File: src/rtl/mem_bus_pkg.sv
// rtl/mem_bus_pkg.sv - shared constants for the tri-state register bus reader
package mem_bus_pkg;

    // FSM state encoding
    localparam logic [1:0] IDLE    = 2'd0;
    localparam logic [1:0] SETTLE  = 2'd1;
    localparam logic [1:0] CAPTURE = 2'd2;
    localparam logic [1:0] RESP    = 2'd3;

    // Widest select vector supported; consumers slice the low bits
    localparam int MAX_SOURCES = 64;
    localparam logic [MAX_SOURCES-1:0] CS_IDLE = '1;

    // Settle counter width covers the legal SettleCycles range 0..15
    localparam int CNT_BITS = 4;

    // Default build widths
    localparam int DEF_NR_OF_BITS      = 32;
    localparam int DEF_NR_OF_SOURCES   = 4;
    localparam int DEF_SEL_BITS        = 2;
    localparam int DEF_SETTLE_CYCLES   = 1;

endpackage

File: src/rtl/mem_bus_sel_decode.sv
// rtl/mem_bus_sel_decode.sv - source index to one-cold select plus out-of-range flag
module mem_bus_sel_decode
    import mem_bus_pkg::*;
#(
    parameter int NrOfSources = DEF_NR_OF_SOURCES,
    parameter int SelBits     = DEF_SEL_BITS
) (
    input  logic [SelBits-1:0]     sel,
    output logic [NrOfSources-1:0] cs_n,
    output logic                   out_of_range
);

    // At most one bit is cleared; an unmatched index leaves the bus idle
    always_comb begin
        cs_n         = '1;
        out_of_range = 1'b1;
        for (int i = 0; i < NrOfSources; i++) begin
            if (sel == SelBits'(i)) begin
                cs_n[i]      = 1'b0;
                out_of_range = 1'b0;
            end
        end
    end

endmodule

File: src/rtl/mem_bus_reader.sv
// rtl/mem_bus_reader.sv - initiator that selects one bus source, waits, captures and responds
// Optional: define MEM_BUS_READER_BACKTOBACK_EN to launch a new read straight from RESP.
module mem_bus_reader
    import mem_bus_pkg::*;
#(
    parameter int NrOfBits     = DEF_NR_OF_BITS,
    parameter int NrOfSources  = DEF_NR_OF_SOURCES,
    parameter int SelBits      = DEF_SEL_BITS,
    parameter int SettleCycles = DEF_SETTLE_CYCLES
) (
    input  logic                   Clock,
    input  logic                   Reset,
    input  logic                   ClockEnable,
    input  logic                   Tick,
    input  logic                   ReqValid,
    output logic                   ReqReady,
    input  logic [SelBits-1:0]     ReqSel,
    input  logic [NrOfBits-1:0]    BusD,
    output logic [NrOfSources-1:0] cs,
    output logic                   RspValid,
    input  logic                   RspReady,
    output logic [NrOfBits-1:0]    RspData,
    output logic                   RspErr
);

    localparam logic [NrOfSources-1:0] CsIdle     = CS_IDLE[NrOfSources-1:0];
    localparam logic [CNT_BITS-1:0]    SettleLoad = CNT_BITS'(SettleCycles);

    logic [1:0]             state_q;
    logic [NrOfSources-1:0] cs_q;
    logic [CNT_BITS-1:0]    cnt_q;
    logic [NrOfBits-1:0]    data_q;
    logic                   err_q;
    logic                   valid_q;
    logic                   ready_q;

    logic                   en;
    logic                   resp_exit;
    logic                   launch;
    logic [NrOfSources-1:0] dec_cs;
    logic                   dec_oor;

    mem_bus_sel_decode #(
        .NrOfSources (NrOfSources),
        .SelBits     (SelBits)
    ) u_decode (
        .sel          (ReqSel),
        .cs_n         (dec_cs),
        .out_of_range (dec_oor)
    );

    assign en        = ClockEnable & Tick;
    assign resp_exit = (state_q == RESP) & RspReady;

`ifdef MEM_BUS_READER_BACKTOBACK_EN
    // A response being accepted frees the block for a new request on the same edge
    assign launch   = en & ReqValid & ((state_q == IDLE) | resp_exit);
    assign ReqReady = ready_q | resp_exit;
`else
    assign launch   = en & ReqValid & (state_q == IDLE);
    assign ReqReady = ready_q;
`endif

    // Read sequencer: state moves first, then a launch overrides the next state
    always_ff @(posedge Clock) begin
        if (!Reset) begin
            state_q <= IDLE;
            cs_q    <= CsIdle;
            cnt_q   <= '0;
            data_q  <= '0;
            err_q   <= 1'b0;
            valid_q <= 1'b0;
            ready_q <= 1'b1;
        end else begin
            case (state_q)
                IDLE: begin
                end
                SETTLE: begin
                    if (en) begin
                        if (cnt_q == '0) begin
                            state_q <= CAPTURE;
                        end else begin
                            cnt_q <= cnt_q - CNT_BITS'(1);
                        end
                    end
                end
                CAPTURE: begin
                    // Select is still low on this edge, so BusD is the selected source
                    if (en) begin
                        data_q  <= BusD;
                        err_q   <= 1'b0;
                        cs_q    <= CsIdle;
                        valid_q <= 1'b1;
                        state_q <= RESP;
                    end
                end
                RESP: begin
                    // Acceptance is deliberately independent of the enable
                    if (RspReady) begin
                        valid_q <= 1'b0;
                        ready_q <= 1'b1;
                        state_q <= IDLE;
                    end
                end
                default: begin
                    state_q <= IDLE;
                end
            endcase

            if (launch) begin
                ready_q <= 1'b0;
                if (dec_oor) begin
                    // No bus access for a missing source; respond with an error
                    state_q <= RESP;
                    data_q  <= '0;
                    err_q   <= 1'b1;
                    valid_q <= 1'b1;
                end else begin
                    state_q <= SETTLE;
                    cs_q    <= dec_cs;
                    cnt_q   <= SettleLoad;
                    valid_q <= 1'b0;
                end
            end
        end
    end

    assign cs       = cs_q;
    assign RspValid = valid_q;
    assign RspData  = data_q;
    assign RspErr   = err_q;

endmodule

File: config.mk
export PLATFORM = sky130hd
export DESIGN_NAME = mem_bus_reader
export DESIGN_NICKNAME = d
export VERILOG_FILES = /design/src/rtl/mem_bus_pkg.sv /design/src/rtl/mem_bus_sel_decode.sv /design/src/rtl/mem_bus_reader.sv
export SDC_FILE = /design/constraint.sdc
export NUM_CORES = 1
export LEC_CHECK = 0
export BUFFER_PORTS_ARGS = -buffer_cell sky130_fd_sc_hd__buf_2
export CAP_MARGIN = 20
export CORE_ASPECT_RATIO = 0.75
export CORE_MARGIN = 3
export CORE_UTILIZATION = 42
export CTS_CLUSTER_SIZE = 30
export DETAILED_ROUTE_END_ITERATION = 10
export GPL_TIMING_DRIVEN = 0
export PLACE_DENSITY = 0.75
export SLEW_MARGIN = 20
export SYNTH_ARGS = -nofsm -noshare
export SYNTH_HDL_FRONTEND = slang
export SYNTH_HIERARCHICAL = 1
export SYNTH_SLANG_ARGS = --single-unit
export TNS_END_PERCENT = 5
File: constraint.sdc
create_clock -name Clock -period 1.5 [get_ports Clock]
set_input_delay 0.225 -clock Clock [delete_from_list [all_inputs] [get_ports Clock]]
set_output_delay 0.225 -clock Clock [all_outputs]
set_load 0.005 [all_outputs]
# Yosys cells after proc, flatten, opt, wreduce, memory -nomap -nowiden
# Index checks and enable logic that the tools add are counted.
word_totals:
  regBits: 45
  inputBits: 40
  word_cells: 70
op_classes:
  n_mux: 39
  bitwise_logic: 3
  reduce_logical: 10
  n_eq_ne: 10
  n_addsub: 1
op_table:
  columns: ["cell", "n"]
  rows:
  - ["$mux W32", 4]
  - ["$mux W4", 9]
  - ["$mux W1", 18]
  - ["$mux W2", 6]
  - ["$ne A3 B3 Y1 const B", 4]
  - ["$eq A2 B2 Y1 const B", 4]
  - ["$pmux W2 S3", 1]
  - ["$reduce_and A5 Y1", 1]
  - ["$eq A2 B1 Y1 const B", 2]
  - ["$logic_not A2 Y1", 2]
  - ["$logic_not A4 Y1", 1]
  - ["$reduce_bool A2 Y1", 2]
  - ["$reduce_bool A4 Y1", 1]
  - ["$sub A4 B1 Y4 const B", 1]
  - ["$and A1 B1 Y1", 3]
  - ["$reduce_and A3 Y1", 1]
  - ["$reduce_bool A3 Y1", 1]
  - ["$pmux W1 S2", 1]
  - ["$reduce_and A2 Y1", 1]

# Depth between registers and ports, before layout
depth:
  word_depth: 7
  mapped_depth: 7

# Modules after synthesis
# Netlist, hierarchy kept.
by_module_without_submodules:
  columns: ["module", "n_inst", "seq_area_each_um2", "area_each_um2", "cells_per_inst"]
  rows:
  - ["mem_bus_reader", 1, 900.9, 1793.0, 222]
  - ["mem_bus_sel_decode", 1, 0.0, 33.8, 6]

# Worst setup path after synthesis
# No wires, ideal clock.
synth_timing:
  path_type: "register to register"
  startpoint: "register cnt_q[0]"
  endpoint: "register state_q[0]"
  required_time_ns: 1.364
  synth_period_minus_slack_ns: 1.453
  setup_ns: 0.136
  setup_slack_ns: 0.047
  arrival_ns: 1.317
  path_buffers: 0
  path_stages_with_launch: 7
  path_cell_list: "dfxtp_1 -> inv_1 -> ha_1 -> nor3b_1 -> nand3_1 -> a2111oi_0 -> a211oi_1"
synth_between:
  elab_chain_cells: 3
synth_lines:
  columns: ["element", "line", "source"]
  rows:
  - ["start, declared", "mem_bus_reader.sv:31", "logic [CNT_BITS-1:0] cnt_q;"]
  - ["start signal, assigned", "mem_bus_reader.sv:83", "cnt_q <= cnt_q - CNT_BITS'(1);"]
  - ["start signal, assigned", "mem_bus_reader.sv:121", "cnt_q <= SettleLoad;"]
  - ["$logic_not A4 Y1", "mem_bus_reader.sv:80", "if (cnt_q == '0) begin"]
  - ["$ne A3 B3 Y1 (no line)", null, null]
  - ["$reduce_and A5 Y1 (no line)", null, null]
  - ["end signal, assigned", "mem_bus_reader.sv:81", "state_q <= CAPTURE;"]
  - ["end signal, assigned", "mem_bus_reader.sv:94", "state_q <= RESP;"]
  - ["end signal, assigned", "mem_bus_reader.sv:102", "state_q <= IDLE;"]
  - ["end, declared", "mem_bus_reader.sv:29", "logic [1:0] state_q;"]
# No other way between the ends.
# A chain may end at the register's enable or synchronous reset.

# Worst setup path in the final report
layout_timing:
  startpoint: "register state_q[0]"
  endpoint: "register state_q[0]"
layout_between:
  elab_chain_cells: 4
layout_lines:
  columns: ["element", "line", "source"]
  rows:
  - ["start signal, assigned", "mem_bus_reader.sv:67", "state_q <= IDLE;"]
  - ["start signal, assigned", "mem_bus_reader.sv:81", null]
  - ["start signal, assigned", "mem_bus_reader.sv:94", null]
  - ["$logic_not A2 Y1", "mem_bus_reader.sv:60", "assign launch = en & ReqValid & (state_q == IDLE);"]
  - ["$and A1 B1 Y1", "mem_bus_reader.sv:60", null]
  - ["$ne A3 B3 Y1 (no line) / $reduce_bool A4 Y1 (equally long branches)", null, null]
  - ["$reduce_and A5 Y1 (no line)", null, null]
# Parallel ways exist; a longest one is shown, timed or not.

==> flow_summary.ini <==
[run_status]
outcome = finished, violations left
violations = setup timing

[power]
power_density_nw_per_um2 = 1257
p_leak_uw = 0.001107
pwr-share-clk = 0.244
p_switching_uw = 1017
combPwrFrac = 0.330
finalPower_uw = 3231
p_int_uw = 2214
swShare = 0.3148
ir_drop_v = 0.0009329
p_seq_frac = 0.426

[detailed_routing]
post_drt_wl_per_cell_um = 12.26
routed_wl_um = 4574
routed_via_density = 4.802
drc = 0
dr.pass1.iters = 4
drt-initial-drc-count = 67
detail-route-antenna-nets = 0
vias = 1791

[cts]
cts_root_buf = clkbuf_8
cts_tree = built
cts-buffers-inserted = 5
clock_path_buffers = 2
hold_buffers = 0
cts.sinks = 45
clkTransAtPathRegs_ps = 90
htreeDepth = 2
clk_latency_ps = 290

[critical_path]
crit_path_max_fanout = 5
critPathLaunchType = flop
cp.arrival_ps = 1750
worst-setup-path-type = reg2reg
rrSetupSlack_ps = -70
crit_end = state_q[0]$_SDFFE_PN0P_
startpoint = state_q[0]$_SDFFE_PN0P_
r2r_start = state_q[0]$_SDFFE_PN0P_
endpoint_kind = flop
cp.required_ps = 1680
timing.rr.end = state_q[0]$_SDFFE_PN0P_
ff2ff_path_depth = 5

[grt]
grt_pass1_vias = 1574
antenna_found_initial = 0
grt-ovfl-total = 0
grt_pass1_wl_um = 7031
grt_max_degree = 15
grt_util_all_layers = 0.1713

[die]
core-area_um2 = 4129
die_h_um = 63.12
dieWidth_um = 82.15
ios = 79
start_util = 0.4424
dieArea_um2 = 5185
num_rows = 20

[synthesis]
synth_cell_types = 29
synth-async-reset-ratio = 0
ys_seq_area_frac = 0.4932
synth_seq_cells = 45
syn-instance-count = 228
ys_warn_count = 6
syn_nets = 274
synth_edf_count = 0
avgSynthCellArea_um2 = 8.012
syn_area_um2 = 1827
dominantRegCellSynth = dfxtp_1

[finish]
synthToLayoutAreaGrowth_pct = 40.68
final_cells = 373
drive_gt1_frac = 0.3774
multiInputGateArea_um2 = 954.7
final_nets = 363
diodes = 0
finalInstanceArea_um2 = 2570
fill_cells = 371
seq_area_um2 = 905.9

[timing]
slew_violations = 0
rsz0062_at_grt = true
setup_ws_ps = -73.17
min_period_ps = 1573
period_share = 1.049
fin_setup_tns_ps = -105.8
finClkSkew_ps = 5.472
setup_viol = 2
fmax_mhz = 635.7
hold_violations = 0

[placement]
dp_hpwl_um = 3219
dpl.cell_count = 361
pre_cts_ws_ps = -233.9
placed_area_um2 = 2286
gp_congestion = 0.8316
numPortBuffers = 78

[job]
drv_cap = 0

[hold_path]
min_path_type = in2reg
==> worst max-delay path, cell delays in order, from the launching register on <==
cell and delay [ps]:
dfxtp_4 390, clkinvlp_4 150, ha_4 200, and4_2 270
a2111oi_4 370, a211oi_2 80
==> synth_stat cells, drive strengths merged (2+ instances only) <==
master	instances	area share
a211oi	2	0.0082
a21oi	38	0.10
buf	8	0.027
clkbuf	4	0.0082
dfxtp	45	0.49
ha	6	0.041
inv	6	0.012
mux2i	4	0.022
nand2	71	0.15
nand2b	2	0.0068
nand3	4	0.011
nand4	2	0.015
nor2	13	0.027
nor3	4	0.011
nor3b	2	0.0082
o21ai	7	0.019
==> state kept, by name (all words and copies together) (netlist names) <==
signal and count:
RspValid 1, ReqReady 1, RspData 32, RspErr 1, cnt_q 4, cs 4
state_q 2
==> worst min path at each step <==
stage | from | end | slack, ps | cells past startpoint
after global placement | RspData[15]$_SDFF_PN0_ | RspData[15]$_SDFF_PN0_ | 440 | 2
after CTS | BusD[23] | RspData[23]$_SDFF_PN0_ | 150 | 3
final | BusD[0] | RspData[0]$_SDFF_PN0_ | 160 | 3
after global routing | BusD[8] | RspData[8]$_SDFF_PN0_ | 150 | 3
after floorplan | BusD[0] | RspData[0]$_SDFF_PN0_ | 360 | 2
after detailed placement | RspData[31]$_SDFF_PN0_ | RspData[31]$_SDFF_PN0_ | 440 | 2
==> layout make-up <==
cell class / instances / area share
clock buffers: 6 / 0.03213
plain buffers: 12 / 0.03797
multi-input cells: 165 / 0.3715
inverters: 6 / 0.01022
clock inverters: 2 / 0.005355
repair buffers: 82 / 0.1636
flip-flops and latches: 45 / 0.3525
well taps: 55 / 0.02678
==> timing repair <==
item,CTS,global route
buffers inserted,0,4
setup endpoints to repair,38,40
gates resized for setup,13,32
pin swaps,0,5
hold endpoints to repair,0,0
==> logic make-up after synthesis <==
group	synth area share
xor+xnor	0.004795
flops	0.4931
other cells	0.002053
mux	0.02192
compound gates	0.1493
buf+inv	0.04794
fa+ha+maj	0.04109
simple gates	0.2397
==> power groups by stage <==
stage / clock network (uW) / registers (uW) / logic (uW)
final: 788 / 1380 / 1070
after global routing: 859 / 1390 / 1180
after CTS: 815 / 1360 / 721
after detailed placement: 0 / 1380 / 690
after global placement: 0 / 1370 / 680
after floorplan: 0 / 1380 / 456
==> cells in the final DEF, fill, tap and decap left out, types with 2 or more instances in the layout <==
master,count
nor2_1,13
inv_1,5
buf_2,78
buf_4,11
ha_4,2
nand2_1,70
nor3_1,4
buf_6,3
nand3_2,2
dfxtp_1,43
o21ai_1,4
nand3_1,2
o21ai_0,3
nand2b_1,2
mux2i_1,3
a21oi_1,38
ha_2,3
clkbuf_8,6
==> per-stage QoR <==
step	hold slack (ps)	util
6_report	158.9	0.6224
5_1_grt	153.4	0.6224
4_1_cts	149.5	0.5836
3_5_place_dp	443.2	0.5536
3_3_place_gp	439.3	0.5536
2_1_floorplan	360.2	-
==> per-layer routing <==
| metal | track usage | routed length (um) | part of all wire |
|---|---|---|---|
| met1 | 0.2236 | 2108 | 0.46 |
| met2 | 0.2762 | 2075 | 0.45 |
| met3 | 0.05143 | 355 | 0.078 |
| met4 | 0.03942 | 35 | 0.0077 |
| met5 | 0 | 0 | 0 |
Power figures use the tool's default switching activity.
